<file path="src/rtl/vram_arb_pkg.sv">
// Shared types and default sizing for the VRAM CPU/video arbiter.
package vram_arb_pkg;

   localparam int ARB_AW          = 16;
   localparam int ARB_DW          = 32;
   localparam int ARB_VID_MAX_RUN = 4;

   typedef enum logic [1:0] {
      SRC_NONE = 2'd0,
      SRC_CPU  = 2'd1,
      SRC_VID  = 2'd2
   } arb_src_t;

endpackage

</file>
<file path="src/rtl/vram_cpu_arbiter_if.sv">
// Bus bundle for the VRAM arbiter: CPU port, video fetch port and RAM macro port.
interface vram_cpu_arbiter_if #(
   parameter int AW = 16,
   parameter int DW = 32
);
   logic          cpu_req;
   logic          cpu_we;
   logic [AW-1:0] cpu_adr;
   logic [DW-1:0] cpu_wdata;
   logic          cpu_gnt;
   logic          cpu_done;
   logic [DW-1:0] cpu_rdata;

   logic          vid_req;
   logic [AW-1:0] vid_adr;
   logic          vid_gnt;
   logic          vid_rvalid;
   logic [DW-1:0] vid_rdata;

   logic          mem_en;
   logic          mem_we;
   logic [AW-1:0] mem_adr;
   logic [DW-1:0] mem_wdata;
   logic [DW-1:0] mem_rdata;

   // Requesters plus the RAM macro side.
   modport master (
      output cpu_req, cpu_we, cpu_adr, cpu_wdata,
      input  cpu_gnt, cpu_done, cpu_rdata,
      output vid_req, vid_adr,
      input  vid_gnt, vid_rvalid, vid_rdata,
      input  mem_en, mem_we, mem_adr, mem_wdata,
      output mem_rdata
   );

   // The arbiter itself.
   modport slave (
      input  cpu_req, cpu_we, cpu_adr, cpu_wdata,
      output cpu_gnt, cpu_done, cpu_rdata,
      input  vid_req, vid_adr,
      output vid_gnt, vid_rvalid, vid_rdata,
      output mem_en, mem_we, mem_adr, mem_wdata,
      input  mem_rdata
   );
endinterface

</file>
<file path="src/rtl/vram_cpu_arbiter_resp_pipe.sv">
// Two-stage source-tag pipeline: turns issued accesses into cpu_done/vid_rvalid
// pulses and captures the returning RAM data.
module arb_resp_pipe
   import vram_arb_pkg::*;
#(
   parameter int DW = ARB_DW
) (
   input  logic          clk,
   input  logic          reset,
   input  arb_src_t      issue_src,
   input  logic          issue_we,
   input  logic [DW-1:0] mem_rdata,
   output logic          cpu_done,
   output logic [DW-1:0] cpu_rdata,
   output logic          vid_rvalid,
   output logic [DW-1:0] vid_rdata
);

   arb_src_t      s1_src_q;
   logic          s1_we_q;
   arb_src_t      s2_src_q;
   logic          s2_we_q;
   logic          cpu_rd_hit;
   logic          vid_hit;
   logic [DW-1:0] cpu_rdata_d;
   logic [DW-1:0] cpu_rdata_q;
   logic [DW-1:0] vid_rdata_d;
   logic [DW-1:0] vid_rdata_q;

   // RAM data is only valid in the response cycle, so it is passed through then
   // and held in the register until the next response of the same source.
   always_comb begin
      cpu_rd_hit  = (s2_src_q == SRC_CPU) && !s2_we_q;
      vid_hit     = (s2_src_q == SRC_VID);
      cpu_rdata_d = cpu_rd_hit ? mem_rdata : cpu_rdata_q;
      vid_rdata_d = vid_hit ? mem_rdata : vid_rdata_q;
   end

   always_ff @(posedge clk or posedge reset) begin
      if (reset) begin
         s1_src_q    <= SRC_NONE;
         s1_we_q     <= 1'b0;
         s2_src_q    <= SRC_NONE;
         s2_we_q     <= 1'b0;
         cpu_rdata_q <= {DW{1'b0}};
         vid_rdata_q <= {DW{1'b0}};
      end else begin
         s1_src_q    <= issue_src;
         s1_we_q     <= issue_we;
         s2_src_q    <= s1_src_q;
         s2_we_q     <= s1_we_q;
         cpu_rdata_q <= cpu_rdata_d;
         vid_rdata_q <= vid_rdata_d;
      end
   end

   assign cpu_done   = (s2_src_q == SRC_CPU);
   assign vid_rvalid = (s2_src_q == SRC_VID);
   assign cpu_rdata  = cpu_rdata_d;
   assign vid_rdata  = vid_rdata_d;

endmodule

</file>
<file path="src/rtl/vram_cpu_arbiter.sv">
// Single-port VRAM arbiter: video has priority, CPU is guaranteed a slot after
// VID_MAX_RUN video grants. Define VRAM_ARB_STATS_EN to add wait/read counters.
module vram_cpu_arbiter
   import vram_arb_pkg::*;
#(
   parameter int AW          = ARB_AW,
   parameter int DW          = ARB_DW,
   parameter int VID_MAX_RUN = ARB_VID_MAX_RUN
) (
   input  logic                clk,
   input  logic                reset,
   vram_cpu_arbiter_if.slave   bus
`ifdef VRAM_ARB_STATS_EN
   ,
   output logic [31:0]         stat_cpu_wait,
   output logic [31:0]         stat_vid_reads
`endif
);

   localparam int            RW      = $clog2(VID_MAX_RUN + 1);
   localparam logic [RW-1:0] RUN_MAX = RW'(VID_MAX_RUN);

   logic          cpu_eligible;
   logic          cpu_gnt;
   logic          vid_gnt;
   logic          cpu_done;
   arb_src_t      issue_src;
   logic          issue_we;

   logic [RW-1:0] run_cnt_d, run_cnt_q;
   logic          cpu_out_d, cpu_out_q;
   logic          mem_en_d, mem_en_q;
   logic          mem_we_d, mem_we_q;
   logic [AW-1:0] mem_adr_d, mem_adr_q;
   logic [DW-1:0] mem_wdata_d, mem_wdata_q;
   logic [DW-1:0] cpu_rdata_s;
   logic          vid_rvalid_s;
   logic [DW-1:0] vid_rdata_s;

   // Grant decision: starvation guard first, then video priority, then CPU.
   always_comb begin
      cpu_eligible = bus.cpu_req & ~cpu_out_q;
      cpu_gnt      = 1'b0;
      vid_gnt      = 1'b0;
      if (cpu_eligible && (run_cnt_q == RUN_MAX)) begin
         cpu_gnt = 1'b1;
      end else if (bus.vid_req) begin
         vid_gnt = 1'b1;
      end else if (cpu_eligible) begin
         cpu_gnt = 1'b1;
      end else begin
         cpu_gnt = 1'b0;
         vid_gnt = 1'b0;
      end
   end

   // Next state: run counter, single-outstanding CPU flag, and RAM issue regs.
   always_comb begin
      run_cnt_d   = run_cnt_q;
      cpu_out_d   = cpu_out_q;
      mem_en_d    = 1'b0;
      mem_we_d    = 1'b0;
      mem_adr_d   = mem_adr_q;
      mem_wdata_d = mem_wdata_q;
      issue_src   = SRC_NONE;
      issue_we    = 1'b0;

      if (!bus.cpu_req || cpu_gnt) begin
         run_cnt_d = {RW{1'b0}};
      end else if (vid_gnt && (run_cnt_q != RUN_MAX)) begin
         run_cnt_d = run_cnt_q + RW'(1);
      end else begin
         run_cnt_d = run_cnt_q;
      end

      if (cpu_gnt) begin
         cpu_out_d = 1'b1;
      end else if (cpu_done) begin
         cpu_out_d = 1'b0;
      end else begin
         cpu_out_d = cpu_out_q;
      end

      if (cpu_gnt) begin
         mem_en_d    = 1'b1;
         mem_we_d    = bus.cpu_we;
         mem_adr_d   = bus.cpu_adr;
         mem_wdata_d = bus.cpu_wdata;
         issue_src   = SRC_CPU;
         issue_we    = bus.cpu_we;
      end else if (vid_gnt) begin
         mem_en_d    = 1'b1;
         mem_we_d    = 1'b0;
         mem_adr_d   = bus.vid_adr;
         issue_src   = SRC_VID;
      end else begin
         mem_en_d    = 1'b0;
         mem_we_d    = 1'b0;
      end
   end

   always_ff @(posedge clk or posedge reset) begin
      if (reset) begin
         run_cnt_q   <= {RW{1'b0}};
         cpu_out_q   <= 1'b0;
         mem_en_q    <= 1'b0;
         mem_we_q    <= 1'b0;
         mem_adr_q   <= {AW{1'b0}};
         mem_wdata_q <= {DW{1'b0}};
      end else begin
         run_cnt_q   <= run_cnt_d;
         cpu_out_q   <= cpu_out_d;
         mem_en_q    <= mem_en_d;
         mem_we_q    <= mem_we_d;
         mem_adr_q   <= mem_adr_d;
         mem_wdata_q <= mem_wdata_d;
      end
   end

   arb_resp_pipe #(.DW(DW)) u_resp_pipe (
      .clk        (clk),
      .reset      (reset),
      .issue_src  (issue_src),
      .issue_we   (issue_we),
      .mem_rdata  (bus.mem_rdata),
      .cpu_done   (cpu_done),
      .cpu_rdata  (cpu_rdata_s),
      .vid_rvalid (vid_rvalid_s),
      .vid_rdata  (vid_rdata_s)
   );

   assign bus.cpu_gnt    = cpu_gnt;
   assign bus.vid_gnt    = vid_gnt;
   assign bus.cpu_done   = cpu_done;
   assign bus.cpu_rdata  = cpu_rdata_s;
   assign bus.vid_rvalid = vid_rvalid_s;
   assign bus.vid_rdata  = vid_rdata_s;
   assign bus.mem_en     = mem_en_q;
   assign bus.mem_we     = mem_we_q;
   assign bus.mem_adr    = mem_adr_q;
   assign bus.mem_wdata  = mem_wdata_q;

`ifdef VRAM_ARB_STATS_EN
   logic [31:0] stat_wait_d, stat_wait_q;
   logic [31:0] stat_vid_d, stat_vid_q;

   // Saturating event counters.
   always_comb begin
      if (cpu_eligible && !cpu_gnt && (stat_wait_q != 32'hFFFF_FFFF)) begin
         stat_wait_d = stat_wait_q + 32'd1;
      end else begin
         stat_wait_d = stat_wait_q;
      end
      if (vid_gnt && (stat_vid_q != 32'hFFFF_FFFF)) begin
         stat_vid_d = stat_vid_q + 32'd1;
      end else begin
         stat_vid_d = stat_vid_q;
      end
   end

   always_ff @(posedge clk or posedge reset) begin
      if (reset) begin
         stat_wait_q <= 32'd0;
         stat_vid_q  <= 32'd0;
      end else begin
         stat_wait_q <= stat_wait_d;
         stat_vid_q  <= stat_vid_d;
      end
   end

   assign stat_cpu_wait  = stat_wait_q;
   assign stat_vid_reads = stat_vid_q;
`endif

endmodule

</file>
<file path="src/flat_wrapper.sv">
// flat-port wrapper written by rule: the top's interface ports become plain ports
module vram_cpu_arbiter_flat import vram_arb_pkg::*;
#(
   parameter int AW          = ARB_AW,
   parameter int DW          = ARB_DW,
   parameter int VID_MAX_RUN = ARB_VID_MAX_RUN
)
  (clk, reset, bus_cpu_req, bus_cpu_we, bus_cpu_adr, bus_cpu_wdata, bus_cpu_gnt, bus_cpu_done, bus_cpu_rdata, bus_vid_req, bus_vid_adr, bus_vid_gnt, bus_vid_rvalid, bus_vid_rdata, bus_mem_en, bus_mem_we, bus_mem_adr, bus_mem_wdata, bus_mem_rdata);
  vram_cpu_arbiter_if #(.AW(AW), .DW(DW)) bus_i ();
  input  logic clk;
  input  logic reset;
  input wire logic [$bits(bus_i.cpu_req)-1:0] bus_cpu_req;
  input wire logic [$bits(bus_i.cpu_we)-1:0] bus_cpu_we;
  input wire logic [$bits(bus_i.cpu_adr)-1:0] bus_cpu_adr;
  input wire logic [$bits(bus_i.cpu_wdata)-1:0] bus_cpu_wdata;
  output wire logic [$bits(bus_i.cpu_gnt)-1:0] bus_cpu_gnt;
  output wire logic [$bits(bus_i.cpu_done)-1:0] bus_cpu_done;
  output wire logic [$bits(bus_i.cpu_rdata)-1:0] bus_cpu_rdata;
  input wire logic [$bits(bus_i.vid_req)-1:0] bus_vid_req;
  input wire logic [$bits(bus_i.vid_adr)-1:0] bus_vid_adr;
  output wire logic [$bits(bus_i.vid_gnt)-1:0] bus_vid_gnt;
  output wire logic [$bits(bus_i.vid_rvalid)-1:0] bus_vid_rvalid;
  output wire logic [$bits(bus_i.vid_rdata)-1:0] bus_vid_rdata;
  output wire logic [$bits(bus_i.mem_en)-1:0] bus_mem_en;
  output wire logic [$bits(bus_i.mem_we)-1:0] bus_mem_we;
  output wire logic [$bits(bus_i.mem_adr)-1:0] bus_mem_adr;
  output wire logic [$bits(bus_i.mem_wdata)-1:0] bus_mem_wdata;
  input wire logic [$bits(bus_i.mem_rdata)-1:0] bus_mem_rdata;
  assign bus_i.cpu_req = bus_cpu_req;
  assign bus_i.cpu_we = bus_cpu_we;
  assign bus_i.cpu_adr = bus_cpu_adr;
  assign bus_i.cpu_wdata = bus_cpu_wdata;
  assign bus_cpu_gnt = bus_i.cpu_gnt;
  assign bus_cpu_done = bus_i.cpu_done;
  assign bus_cpu_rdata = bus_i.cpu_rdata;
  assign bus_i.vid_req = bus_vid_req;
  assign bus_i.vid_adr = bus_vid_adr;
  assign bus_vid_gnt = bus_i.vid_gnt;
  assign bus_vid_rvalid = bus_i.vid_rvalid;
  assign bus_vid_rdata = bus_i.vid_rdata;
  assign bus_mem_en = bus_i.mem_en;
  assign bus_mem_we = bus_i.mem_we;
  assign bus_mem_adr = bus_i.mem_adr;
  assign bus_mem_wdata = bus_i.mem_wdata;
  assign bus_i.mem_rdata = bus_mem_rdata;
  vram_cpu_arbiter #(.AW(AW), .DW(DW), .VID_MAX_RUN(VID_MAX_RUN)) u_core (.clk(clk), .reset(reset), .bus(bus_i));
endmodule
</file>
<file path="config.mk">
export PLATFORM = sky130hd
export DESIGN_NAME = vram_cpu_arbiter_flat
export DESIGN_NICKNAME = d
export VERILOG_FILES = /design/src/rtl/vram_arb_pkg.sv /design/src/rtl/vram_cpu_arbiter_if.sv /design/src/rtl/vram_cpu_arbiter_resp_pipe.sv /design/src/rtl/vram_cpu_arbiter.sv /design/src/flat_wrapper.sv
export SDC_FILE = /design/constraint.sdc
export NUM_CORES = 1
export LEC_CHECK = 0
export CORE_UTILIZATION = 44
export CTS_CLUSTER_SIZE = 16
export DETAILED_ROUTE_END_ITERATION = 10
export PLACE_DENSITY = 0.93
export SETUP_SLACK_MARGIN = 0.4
export SKIP_LAST_GASP = 1
export SLEW_MARGIN = 20
export SYNTH_ARGS = -nofsm -noshare
export SYNTH_HDL_FRONTEND = slang
export SYNTH_SLANG_ARGS = --single-unit
</file>
<file path="constraint.sdc">
create_clock -name clk -period 7.5 [get_ports clk]
set_input_delay 1.5 -clock clk [delete_from_list [all_inputs] [get_ports clk]]
set_output_delay 1.5 -clock clk [all_outputs]
set_load 0.05 [all_outputs]
</file>
==> flow_summary_export.csv <==
group,metric,value,unit
critical_path,crit_type,"input port to output pin",
outcome,run_status,"completed",
power_and_ir_drop,vdd_drop_max,0.364,mV
clock_tree,cts_hold_buffers,0,
clock_tree,cts_root_buffer,"clkbuf_8",
critical_path,worst-r2r-cell-count,6,
finish,final_util,73.7,%
critical_path,cp_max_fo,18,
synthesis,syn_area,4690,µm²
clock_tree,numCtsBuffers,17,
placed_design,gp_congestion,0.736,
clock_tree,cts-resized-gates,0,
power_and_ir_drop,p_clk_share,23.4,%
timing,skew,7.00,ps
detailed_routing,routedWlPerCell,18.0,µm
power_and_ir_drop,p_switching,1.45,mW
placed_design,portBuffers,218,
finish,fillerInstances,675,
clock_tree,clk_path_buf_depth,2,
global_routing,grt_max_degree,76,
global_routing,antenna_found_initial,0,
power_and_ir_drop,p_int,2.05,mW
detailed_routing,postRouteAntennaNets,0,
critical_path,worstReg2RegStart,"u_core.run_cnt_q[0]$_DFFE_PP0P_",
die,rows,37,
critical_path,startpoint,"bus_cpu_req",
synthesis,synth_fp_nets,399,
critical_path,cp-end-kind,"output pin",
timing,fin_crit_sh,68.8,%
detailed_routing,drc_errors,0,
clock_tree,numClockSinks,123,
synthesis,ys.warnings.count,0,
detailed_routing,drtIter0Drc,150,
timing,finalCriticalPeriod,5160,ps
die,initial_core_util,45.4,%
timing,hold_viol_final,0,
finish,diodes,0,
detailed_routing,viasPerCell,5.04,
critical_path,critPathLaunchType,"input port",
finish,fin_nets,622,
synthesis,syn_avg_cell_area,15.8,µm²
power_and_ir_drop,p_per_area,460,nW/µm²
finish,stdcell_count,668,
timing,maxSlewHeadroom,33.8,%
worst_hold_path,hold_class,"flop to flop",
clock_tree,clk_latency,520,ps
synthesis,syn_inst,296,
finish,multi_input_area,1540,µm²
timing,worst_pin_slew,991,ps
global_routing,gr-total-overflow,0,
power_and_ir_drop,p_leak,3.25,nW
placed_design,placed_cell_area,7010,µm²
job,cap_violations,0,
worst_hold_path,min-delay-start,"u_core.u_resp_pipe.s1_src_q[0]$_DFF_PP0_",
clock_tree,htreeDepth,4,
clock_tree,postCtsSetupBuffers,0,
synthesis,synth_cell_types,23,
global_routing,track_usage,23.4,%
detailed_routing,firstDrtPassIters,4,
critical_path,worstPathArrival,3660,ps
clock_tree,cts_tree,"built",
power_and_ir_drop,switching_share,41.5,%
finish,syn2layout_area_growth,62.3,%
detailed_routing,drt_wl_total,12000,µm
die,io_pins,219,
die,die_x,105,µm
power_and_ir_drop,combPwrFrac,48.3,%
detailed_routing,route.vias.total,3367,
timing,drv_slew,0,
global_routing,grt_pass1_vias,3935,
die,die-area,11100,µm²
critical_path,r2r_slack,5380,ps
timing,rsz0062_at_grt,"false",
die,core,10300,µm²
power_and_ir_drop,pwr-share-seq,28.3,%
critical_path,cp.required,6000,ps
synthesis,ys_ff_latch,123,
global_routing,grt_pass1_wl,19600,µm
timing,final.setup.tns,0,ps
timing,fmax,0.194,GHz
finish,layout_commonest_cell,"clkdlybuf4s50_1",
critical_path,timing.rr.end,"u_core.bus.mem_wdata[5]$_DFFE_PP0P_",
timing,setup_viol,0,
finish,regArea,3080,µm²
clock_tree,cts.clk_slew.worst_paths,50,ps
synthesis,yosysSeqAreaShare,65.6,%
finish,drive_above_1_share,25.0,%
finish,fin_area,7610,µm²
critical_path,crit_end,"bus_vid_gnt",
die,die_h,105,µm
placed_design,dp_hpwl,8340,µm
placed_design,dp_cells,636,
finish,most-common-layout-cells,"218 x clkdlybuf4s50_1, 123 x dfrtp_1, 96 x mux2_2",
==> critical path, stage by stage <==
cell             delay [ps]
clkdlybuf4s50_1         580
nand4b_1                500
and2_1                  370
clkdlybuf4s50_1         700
==> kinds of logic (layout without fill, tap and decap cells) <==
| kind of cell | count (synthesis) | in the layout | share of synthesized area, % |
|---|---|---|---|
| xor+xnor | 1 | 1 | 0.187 |
| simple gates | 30 | 30 | 4.00 |
| compound gates | 21 | 21 | 4.32 |
| fa+ha+maj | 2 | 2 | 0.534 |
| flops | 123 | 123 | 65.6 |
| mux | 97 | 97 | 23.3 |
| buf+inv | 22 | 258 | 2.05 |
==> final cells by class <==
| cell class | instances | share of cell area, % |
|---|---|---|
| inverter | 6 | 0.329 |
| tap | 136 | 2.24 |
| sequential | 123 | 40.4 |
| clock inverter | 7 | 1.45 |
| timing repair buffer | 220 | 28.9 |
| clock buffer | 25 | 6.49 |
| multi-input combinational | 151 | 20.2 |
==> how the worst min path moves through the flow <==
stage,to,slack [ps],cells past startpoint
2_1_floorplan,u_core.u_resp_pipe.s2_src_q[0]$_DFF_PP0_,330,0
3_3_place_gp,u_core.u_resp_pipe.s2_src_q[1]$_DFF_PP0_,330,0
3_5_place_dp,u_core.u_resp_pipe.s2_src_q[0]$_DFF_PP0_,340,0
4_1_cts,u_core.u_resp_pipe.s2_src_q[0]$_DFF_PP0_,350,0
5_1_grt,u_core.u_resp_pipe.s2_src_q[0]$_DFF_PP0_,360,0
6_report,u_core.u_resp_pipe.s2_src_q[0]$_DFF_PP0_,350,0
==> power by group through the flow <==
stage               registers, mW  clock network, mW  logic [mW]
floorplan                    1.35                  0       0.749
global placement            0.981                  0        1.67
detailed placement          0.998                  0        1.70
CTS                         0.993              0.835        1.70
global route                 1.02              0.865        1.75
finish                      0.993              0.819        1.69
==> metal layers <==
layer | share of wire [%] | GRT usage (%) | vias up
met2 | 54 | 41.6 | 144
met5 | 0 | 0 | -
li1 | - | - | 1509
met4 | 2.4 | 11.1 | 0
met1 | 37 | 24.4 | 1686
met3 | 7.2 | 8.47 | 28
==> cells in the mapped netlist <==
library cell	n	area [µm²]
dfrtp_1	123	3080
mux2_2	96	1080
a221o_1	16	160
and3_1	16	100
buf_2	11	55.1
inv_1	6	22.5
clkbuf_1	5	18.8
and2_1	4	25.0
nand2_1	3	11.3
a21boi_0	2	15.0
ha_1	2	25.0
a21boi_2	1	11.3
a21o_1	1	7.51
a21oi_2	1	8.76
mux2i_1	1	10.0
nand2b_1	1	6.26
nand3b_1	1	7.51
nand4b_1	1	8.76
nor2_1	1	3.75
nor2b_1	1	6.26
nor3b_2	1	12.5
or3_1	1	6.26
xor2_1	1	8.76
==> metrics by stage <==
step | setup slack, ps | total power [mW] | hold WS [ps]
after floorplan | 2730 | 2.10 | 331
after global placement | 2400 | 2.65 | 332
after detailed placement | 2360 | 2.69 | 336
after CTS | 2340 | 3.53 | 349
after global routing | 2150 | 3.63 | 361
final | 2340 | 3.50 | 347
==> state kept, by name, summed over array words and instances (netlist names) <==
signal                          cells
u_core.bus.mem_we                   1
u_core.bus.mem_adr                 16
u_core.run_cnt_q                    3
u_core.u_resp_pipe.s1_src_q         2
u_core.u_resp_pipe.vid_rdata_q     32
u_core.u_resp_pipe.cpu_rdata_q     32
u_core.cpu_out_q                    1
u_core.u_resp_pipe.s2_src_q         2
u_core.bus.mem_en                   1
u_core.bus.mem_wdata               32
u_core.u_resp_pipe.s2_we_q          1
(Power assumes the default switching activity.)
